`src/rtl/mem_arb.sv`:
```
// mem_arb -- two-master arbiter for a single shared memory/IO port.
//
// Purpose:
//   Grants at most one of two requesters per cycle onto a shared single-port
//   memory interface. A granted requester may hold ownership across cycles via
//   its lock input. Read data returns one cycle after the grant, and a
//   registered tag steers rvalid to the requester that issued the read.
//
// Configuration macro:
//   MEM_ARB_RR_EN  defined   -> round-robin arbitration on contention
//                  undefined -> fixed priority, m0 wins contention
//
// Ports:
//   clk, rst                 clock, asynchronous active-high reset
//   m{0,1}_req/we/addr/wdata requester access (write when we=1)
//   m{0,1}_lock              keep ownership after the current grant
//   m{0,1}_gnt               access accepted this cycle (combinational)
//   m{0,1}_rvalid/rdata      read response, one cycle after a read grant
//   mem_addr/mem_din/mem_we  shared port drive
//   mem_dout                 shared port read data (one cycle read latency)
module mem_arb #(
   parameter int DW = 16,
   parameter int AW = 13
) (
   input  logic          clk,
   input  logic          rst,
   input  logic          m0_req,
   input  logic          m0_we,
   input  logic [AW-1:0] m0_addr,
   input  logic [DW-1:0] m0_wdata,
   input  logic          m0_lock,
   input  logic          m1_req,
   input  logic          m1_we,
   input  logic [AW-1:0] m1_addr,
   input  logic [DW-1:0] m1_wdata,
   input  logic          m1_lock,
   output logic          m0_gnt,
   output logic          m1_gnt,
   output logic          m0_rvalid,
   output logic          m1_rvalid,
   output logic [DW-1:0] m0_rdata,
   output logic [DW-1:0] m1_rdata,
   output logic [AW-1:0] mem_addr,
   output logic [DW-1:0] mem_din,
   output logic          mem_we,
   input  logic [DW-1:0] mem_dout
);

   typedef enum logic [1:0] {IDLE, OWN0, OWN1} state_t;

   state_t        state;
   logic          tag_vld;   // a read was granted last cycle
   logic          tag_id;    // which requester issued it (1 = m1)
   logic [AW-1:0] addr_q;    // last granted address, held when idle
   logic [DW-1:0] din_q;     // last granted write data, held when idle
   logic          gnt_any;
   logic          sel_we;

`ifdef MEM_ARB_RR_EN
   // Last-grant pointer: 1 means m1 was granted last, so m0 wins next tie.
   logic          ptr;
`endif

   // Grant decode. Ownership restricts the grant to the owner; in IDLE a tie
   // is resolved in the same cycle so back-to-back contention has no bubble.
   always_comb begin
      m0_gnt = 1'b0;
      m1_gnt = 1'b0;
      if (!rst) begin
         case (state)
            OWN0:    m0_gnt = m0_req;
            OWN1:    m1_gnt = m1_req;
            default: begin
               if (m0_req && m1_req) begin
`ifdef MEM_ARB_RR_EN
                  m0_gnt = ptr;
                  m1_gnt = ~ptr;
`else
                  m0_gnt = 1'b1;
`endif
               end else begin
                  m0_gnt = m0_req;
                  m1_gnt = m1_req;
               end
            end
         endcase
      end
   end

   assign gnt_any = m0_gnt | m1_gnt;
   assign sel_we  = m1_gnt ? m1_we : m0_we;

   // Shared port: follow the granted requester, otherwise hold the last access
   // so a pending read address is not disturbed by an idle cycle.
   assign mem_we   = gnt_any & sel_we;
   assign mem_addr = m1_gnt ? m1_addr  : (m0_gnt ? m0_addr  : addr_q);
   assign mem_din  = m1_gnt ? m1_wdata : (m0_gnt ? m0_wdata : din_q);

   // Read response is steered by the tag; data comes straight from the port.
   assign m0_rvalid = tag_vld & ~tag_id;
   assign m1_rvalid = tag_vld &  tag_id;
   assign m0_rdata  = mem_dout;
   assign m1_rdata  = mem_dout;

   always_ff @(posedge clk or posedge rst) begin
      if (rst) begin
         state   <= IDLE;
         tag_vld <= 1'b0;
         tag_id  <= 1'b0;
         addr_q  <= '0;
         din_q   <= '0;
`ifdef MEM_ARB_RR_EN
         ptr     <= 1'b1;
`endif
      end else begin
         // A write grant clears the tag, so only reads produce rvalid.
         tag_vld <= gnt_any & ~sel_we;
         tag_id  <= m1_gnt;
         if (gnt_any) begin
            addr_q <= mem_addr;
            din_q  <= mem_din;
`ifdef MEM_ARB_RR_EN
            ptr    <= m1_gnt;
`endif
         end
         case (state)
            OWN0:    if (!m0_lock) state <= IDLE;
            OWN1:    if (!m1_lock) state <= IDLE;
            default: begin
               if (m0_gnt && m0_lock)      state <= OWN0;
               else if (m1_gnt && m1_lock) state <= OWN1;
               else                        state <= IDLE;
            end
         endcase
      end
   end

endmodule
```
`config.mk`:
```
export PLATFORM = sky130hd
export DESIGN_NAME = mem_arb
export DESIGN_NICKNAME = d
export VERILOG_FILES = /design/src/rtl/mem_arb.sv
export SDC_FILE = /design/constraint.sdc
export NUM_CORES = 1
export LEC_CHECK = 0
export CORE_ASPECT_RATIO = 1.25
export CORE_MARGIN = 3
export CORE_UTILIZATION = 34
export DETAILED_ROUTE_END_ITERATION = 16
export GPL_TIMING_DRIVEN = 0
export PLACE_DENSITY = 0.77
export RECOVER_POWER = 50
export SYNTH_ARGS = -nofsm -noshare
export SYNTH_HDL_FRONTEND = slang
export SYNTH_SLANG_ARGS = --single-unit
```
`constraint.sdc`:
```
create_clock -name clk -period 2.3 [get_ports clk]
set_clock_uncertainty 0.15 [all_clocks]
set_input_delay 0.23 -clock clk [delete_from_list [all_inputs] [get_ports clk]]
set_output_delay 0.23 -clock clk [all_outputs]
set_load 0.01 [all_outputs]
```
==> impl_metrics.yaml, run 1 <==
run_status:
  outcome: "finished with violations"
  violations: "setup timing"
critical_path:
  endpoint_kind: "output port"
  reg2reg_to: "addr_q[2]"
  crit_end: "mem_din[7]"
  reg2regPathDepth: 7
  critPathLaunchType: "flip-flop"
  worstSetupPathType: "flip-flop to output port"
  crit_start: "state[1]"
  r2r_setup_slack_ps: 220
  worstPathRequired_ps: 1920
  cp_data_arrival_time_ps: 2070
  worstPathMaxFanout: 8
  rr_startpoint: "state[1]"
die:
  num_rows: 34
  die_area_sq_mm: 0.00832
  die_width_um: 82.2
  io_pins: 148
  start_util: 0.352
  dieHeight_um: 101
  coreArea_sq_mm: 0.00702
timing:
  min_period_over_period: 1.06
  setup_ws_ps: -149
  setup-violations-final: 31
  fmax_mhz: 408
  post-route-min-period_ps: 2450
  fin_hold_ws_ps: 308
  worstMarginPinSlew_ps: 509
  relSlewSlack: 0.661
  hold_viol_final: 0
  drv_slew: 0
  rsz0062_at_grt: "true"
clock_network:
  cts.sinks: 33
  root_buffer: "clkbuf_8"
  cts_hold_buf: 0
  cts.htree.levels: 2
  cts_tree: "done"
  cts_buffers: 5
  clock_latency_ps: 280
  clk_pin_slew_ps: 70
  max-clock-path-buffers: 2
detailed_routing:
  ant_nets: 0
  dr.pass1.iters: 5
  via_per_inst: 5.87
  routed_wl_mm: 10.0
  drtIter0Drc: 157
  vias: 3058
  wire_per_inst_um: 19.3
  drc: 0
placed_design:
  postPlaceCellArea_sq_mm: 0.00389
  gp_congestion: 0.829
  dp.cells: 494
  hpwl_mm: 6.40
  io_buffers: 131
global_routing:
  antenna_found_initial: 0
  track_usage: 0.221
  overflow: 0
  grt_pass1_wl_mm: 14.5
  grt_max_degree: 43
  grt_pass1_vias: 3012
final_layout:
  layout.nets: 514
  stdcell_count: 521
  seqCellArea_sq_um: 826
  multi_input_area_sq_mm: 0.00174
  drive_gt1_frac: 0.441
  syn_to_final_growth_pct: 92.4
  fillers: 530
  diodes: 0
  final_util: 0.676
  fin_area_sq_mm: 0.00475
synth:
  synth_area_sq_mm: 0.00247
  ys_ff_latch: 33
  ys_warn_count: 0
  synth.net_count: 357
  synth_cell_type_count: 28
  synth.avg_cell_area_sq_um: 9.04
  synth_seq_area_share: 0.335
  synthCells: 273
job:
  cap_violations: 0
worst_hold_path:
  hp-class: "input port to async pin"
power:
  power_density_mw_per_mm2: 476
  leakage_uw: 0.00180
  max-vdd-ir-drop_mv: 0.307
  finalPower_uw: 2260
[critical path, cell delays in order (launching register included)]
cell	delay, ps
dfrtp_1	430
ha_4	300
nand2b_4	170
a21o_1	200
buf_6	170
clkbuf_16	170
a31oi_1	160
buf_2	170
[power by group]
| group | internal (uW) | switching [uW] |
|---|---|---|
| combinational | 565 | 542 |
| clock | 209 | 227 |
| sequential | 685 | 30.8 |
| total | 1460 | 799 |
[synthesized netlist by cell type]
master      n  area, sq um
ha_1        2         25.0
buf_2      12         60.1
nor3b_1     2         15.0
dfrtp_1    33          826
nand3_1     1         5.00
a22o_1      2         17.5
o21ai_0    29          145
nand2_1     2         7.51
or3_1       1         6.26
nand2b_4    1         13.8
nand2b_1    3         18.8
nor2_2      1         6.26
a21o_1      1         7.51
nor2_1      2         7.51
buf_6       3         33.8
inv_1       3         11.3
nor2b_1     1         6.26
a211oi_1   19          143
mux2_1      1         11.3
clkbuf_1   19         71.3
and2_1      1         6.26
buf_4      33          248
inv_2       2         7.51
a211oi_2   10          125
a31oi_1    58          363
o2111ai_1  29          254
o41ai_2     1         16.3
mux2i_1     1         10.0
[logic make-up after synthesis]
family	Yosys count	share of synthesized area
compound gates	149	0.434
fa+ha+maj	2	0.0101
simple gates	15	0.0375
flops	33	0.335
mux	2	0.00862
buf+inv	72	0.175
[worst min-delay path by stage]
stage	slack, ps	end
final	310	addr_q[10]
after global routing	370	din_q[13]
after CTS	370	tag_vld
after detailed placement	360	state[1]
after global placement	340	state[1]
after floorplan	170	tag_vld
[flip-flops by register name, summed over array words and instances (netlist names)]
register  count
tag_vld       1
din_q        16
addr_q       13
tag_id        1
state         2
[placed cells by master (no fill, tap or decap), types with 4 or more instances in the layout]
| cell | n |
|---|---|
| o2111ai_2 | 11 |
| a211oi_4 | 14 |
| clkbuf_8 | 5 |
| o21ai_1 | 17 |
| o2111ai_1 | 18 |
| clkdlybuf4s50_1 | 81 |
| dlygate4sd3_1 | 18 |
| dfrtp_1 | 33 |
| buf_2 | 30 |
| buf_6 | 15 |
| clkbuf_2 | 9 |
| o21ai_0 | 12 |
| a31oi_4 | 14 |
| buf_4 | 50 |
| a31oi_2 | 4 |
| a211oi_2 | 13 |
| buf_12 | 6 |
| a31oi_1 | 40 |
[final cells by class]
class | count | share of cell area
buffer | 66 | 0.117
clock buffer | 5 | 0.0145
clock inverter | 3 | 0.00369
inverter | 5 | 0.00395
multi-input combinational | 168 | 0.365
sequential | 33 | 0.174
tap | 90 | 0.0237
timing repair buffer | 151 | 0.298
[metal layers]
layer | part of all wire | vias to the layer above | global-route usage
li1 | - | 1368 | -
met3 | 0.080 | 12 | 0.0454
met4 | 0.013 | 0 | 0.0806
met5 | 0 | - | 0
met1 | 0.38 | 1502 | 0.272
met2 | 0.53 | 176 | 0.377
[per-stage QoR]
| stage | TNS [ps] | worst slack [ps] |
|---|---|---|
| after floorplan | 0 | 287 |
| after detailed placement | -15620 | -786 |
| final | -3240 | -149 |
| after global placement | -15250 | -760 |
| after global routing | -4490 | -177 |
| after CTS | -3500 | -142 |
[timing repair]
action,CTS,global route
gates resized for setup,189,109
setup buffers,9,9
endpoints found under the setup margin,32,31
cloned,0,2
pin swaps,15,10
hold endpoints to repair,0,0
No activity file was read; power rests on OpenSTA's default activity.
==> run 2: changes to the inputs <==
Settings changed: PLACE_DENSITY 0.77 to 0.73.
==> run 2 against run 1 <==
Worst hold slack got worse by 5.4 ps. Sequential share of layout area increased by 1.2 points. Setup slack improved by 53 ps. Highest routed layer unchanged. First-iteration DRC count increased by 1.3%. Critical path type unchanged. The run still ends with setup timing left.
==> impl_metrics.yaml, run 2 (same netlist as run 1, synthesis figures left out) <==
die:
  start_util: 0.352
  num_rows: 34
  io_pins: 148
  die_area_sq_mm: 0.00832
  die_width_um: 82.2
  dieHeight_um: 101
  coreArea_sq_mm: 0.00702
critical_path:
  path_buf_inv: 4
  cp_data_arrival_time_ps: 2020
  reg2regPathDepth: 7
  critPathLaunchType: "flip-flop"
  rr_startpoint: "state[1]"
  cp_top_family: "buffers and inverters"
  worstPathRequired_ps: 1920
  crit_chain: "inv_2, ha_4, nand2b_4, a21o_1, buf_6, buf_12, a31oi_1, buf_2"
  worstPathMaxFanout: 10
  reg2reg_to: "addr_q[0]"
  r2r_setup_slack_ps: 270
  endpoint_kind: "output port"
  worstSetupPathType: "flip-flop to output port"
  slowest_delay_ps: 400
  slowest_stage: "dfrtp_1"
clock_network:
  cts_buffers: 5
  max-clock-path-buffers: 2
  cts.htree.levels: 2
  cts.sinks: 33
  root_buffer: "clkbuf_8"
  clk_pin_slew_ps: 70
  clock_latency_ps: 280
  cts_tree: "done"
detailed_routing:
  via_per_inst: 5.82
  vias: 2970
  routed_wl_mm: 9.51
  wire_per_inst_um: 18.6
  drtIter0Drc: 159
  ant_nets: 0
  dr.pass1.iters: 4
  drc: 0
final_layout:
  syn_to_final_growth_pct: 80.1
  fin_area_sq_mm: 0.00444
  layout.nets: 503
  drive_gt1_frac: 0.388
  reg_top3: "din_q: 16 flops, addr_q: 13 flops, state: 2 flops"
  fillers: 596
  diodes: 0
  final_cell_mix: "82 x clkdlybuf4s50_1, 43 x a31oi_1, 42 x buf_4"
  top_register: "din_q"
  final_common_cell: "clkdlybuf4s50_1"
  largest_reg_flops: 16
global_routing:
  overflow: 0
  grt_pass1_vias: 2927
  grt_pass1_wl_mm: 14.4
  track_usage: 0.220
  grt_max_degree: 43
  antenna_found_initial: 0
power:
  max-vdd-ir-drop_mv: 0.278
  power_density_mw_per_mm2: 498
  finalPower_uw: 2210
  leakage_uw: 0.00171
timing:
  fmax_mhz: 417
  rsz0062_at_grt: "true"
  hold_viol_final: 0
  worstMarginPinSlew_ps: 552
  setup-violations-final: 30
  min_period_over_period: 1.04
  final.setup.tns_ps: -1810
  setup_ws_ps: -95.7
  drv_slew: 0
  relSlewSlack: 0.632
  post-route-min-period_ps: 2400
placed_design:
  io_buffers: 131
  pre_cts_slack_ps: -771
  gp_congestion: 0.812
  hpwl_mm: 6.24
  postPlaceCellArea_sq_mm: 0.00389
run_status:
  violations: "setup timing"
  outcome: "finished with violations"
job:
  cap_violations: 0
worst_hold_path:
  hp-class: "input port to async pin"
[run 2: how the worst max path moves through the flow]
stage	from	cells after the start	to	slack, ps
global route	state[0]	8	mem_addr[11]	-150
detailed placement	rst	6	mem_addr[5]	-770
global placement	rst	6	mem_addr[5]	-750
CTS	state[1]	7	mem_din[7]	-40
floorplan	state[0]	8	mem_addr[0]	290
finish	state[0]	8	mem_addr[1]	-100
[run 2: per-layer routing]
metal | wire, um | vias to the layer above | part of all wire | global-route usage
met2 | 4810 | 148 | 0.51 | 0.358
met5 | 0 | - | 0 | 0
li1 | - | 1353 | - | -
met4 | 127 | 0 | 0.013 | 0.0793
met3 | 742 | 13 | 0.078 | 0.0338
met1 | 3830 | 1456 | 0.40 | 0.293
[run 2: stage by stage]
stage                     instances  hold WS (ps)   util
after detailed placement        494           352  0.555
after global routing            510           345  0.633
after floorplan                 273           170      -
after CTS                       507           288  0.603
after global placement          494           338  0.555
final                           510           302  0.633
[run 2: timing repair]
action | in CTS | in global routing
buffers inserted | 6 | 1
pin swaps | 15 | 5
hold buffers | 0 | 0
setup endpoints to repair | 32 | 31
gates resized for setup | 198 | 39
cloned | 0 | 2
[run 2: cell type report]
| type | count | area (sq um) | area share |
|---|---|---|---|
| sequential | 33 | 826 | 0.186 |
| buffer | 66 | 539 | 0.121 |
| inverter | 5 | 18.8 | 0.00422 |
| clock inverter | 1 | 5.00 | 0.00113 |
| multi-input combinational | 168 | 1540 | 0.348 |
| tap | 90 | 113 | 0.0253 |
| timing repair buffer | 140 | 1300 | 0.293 |
| clock buffer | 7 | 96.3 | 0.0217 |
[run 2: worst register-to-register path: cells and delay by family (launching register included)]
family,cells,cell delay [ps]
AO/OA/AOI/OAI,2,280
adder cells (fa/ha/maj),1,350
buffers and inverters,3,510
flip-flops,1,420
AND/OR/NAND/NOR,1,190
[run 2: where the power goes]
part / leakage [uW] / internal [uW] / switching, uW
clock: 0.0000542 / 271 / 224
sequential: 0.000397 / 685 / 27.4
combinational: 0.00126 / 514 / 492
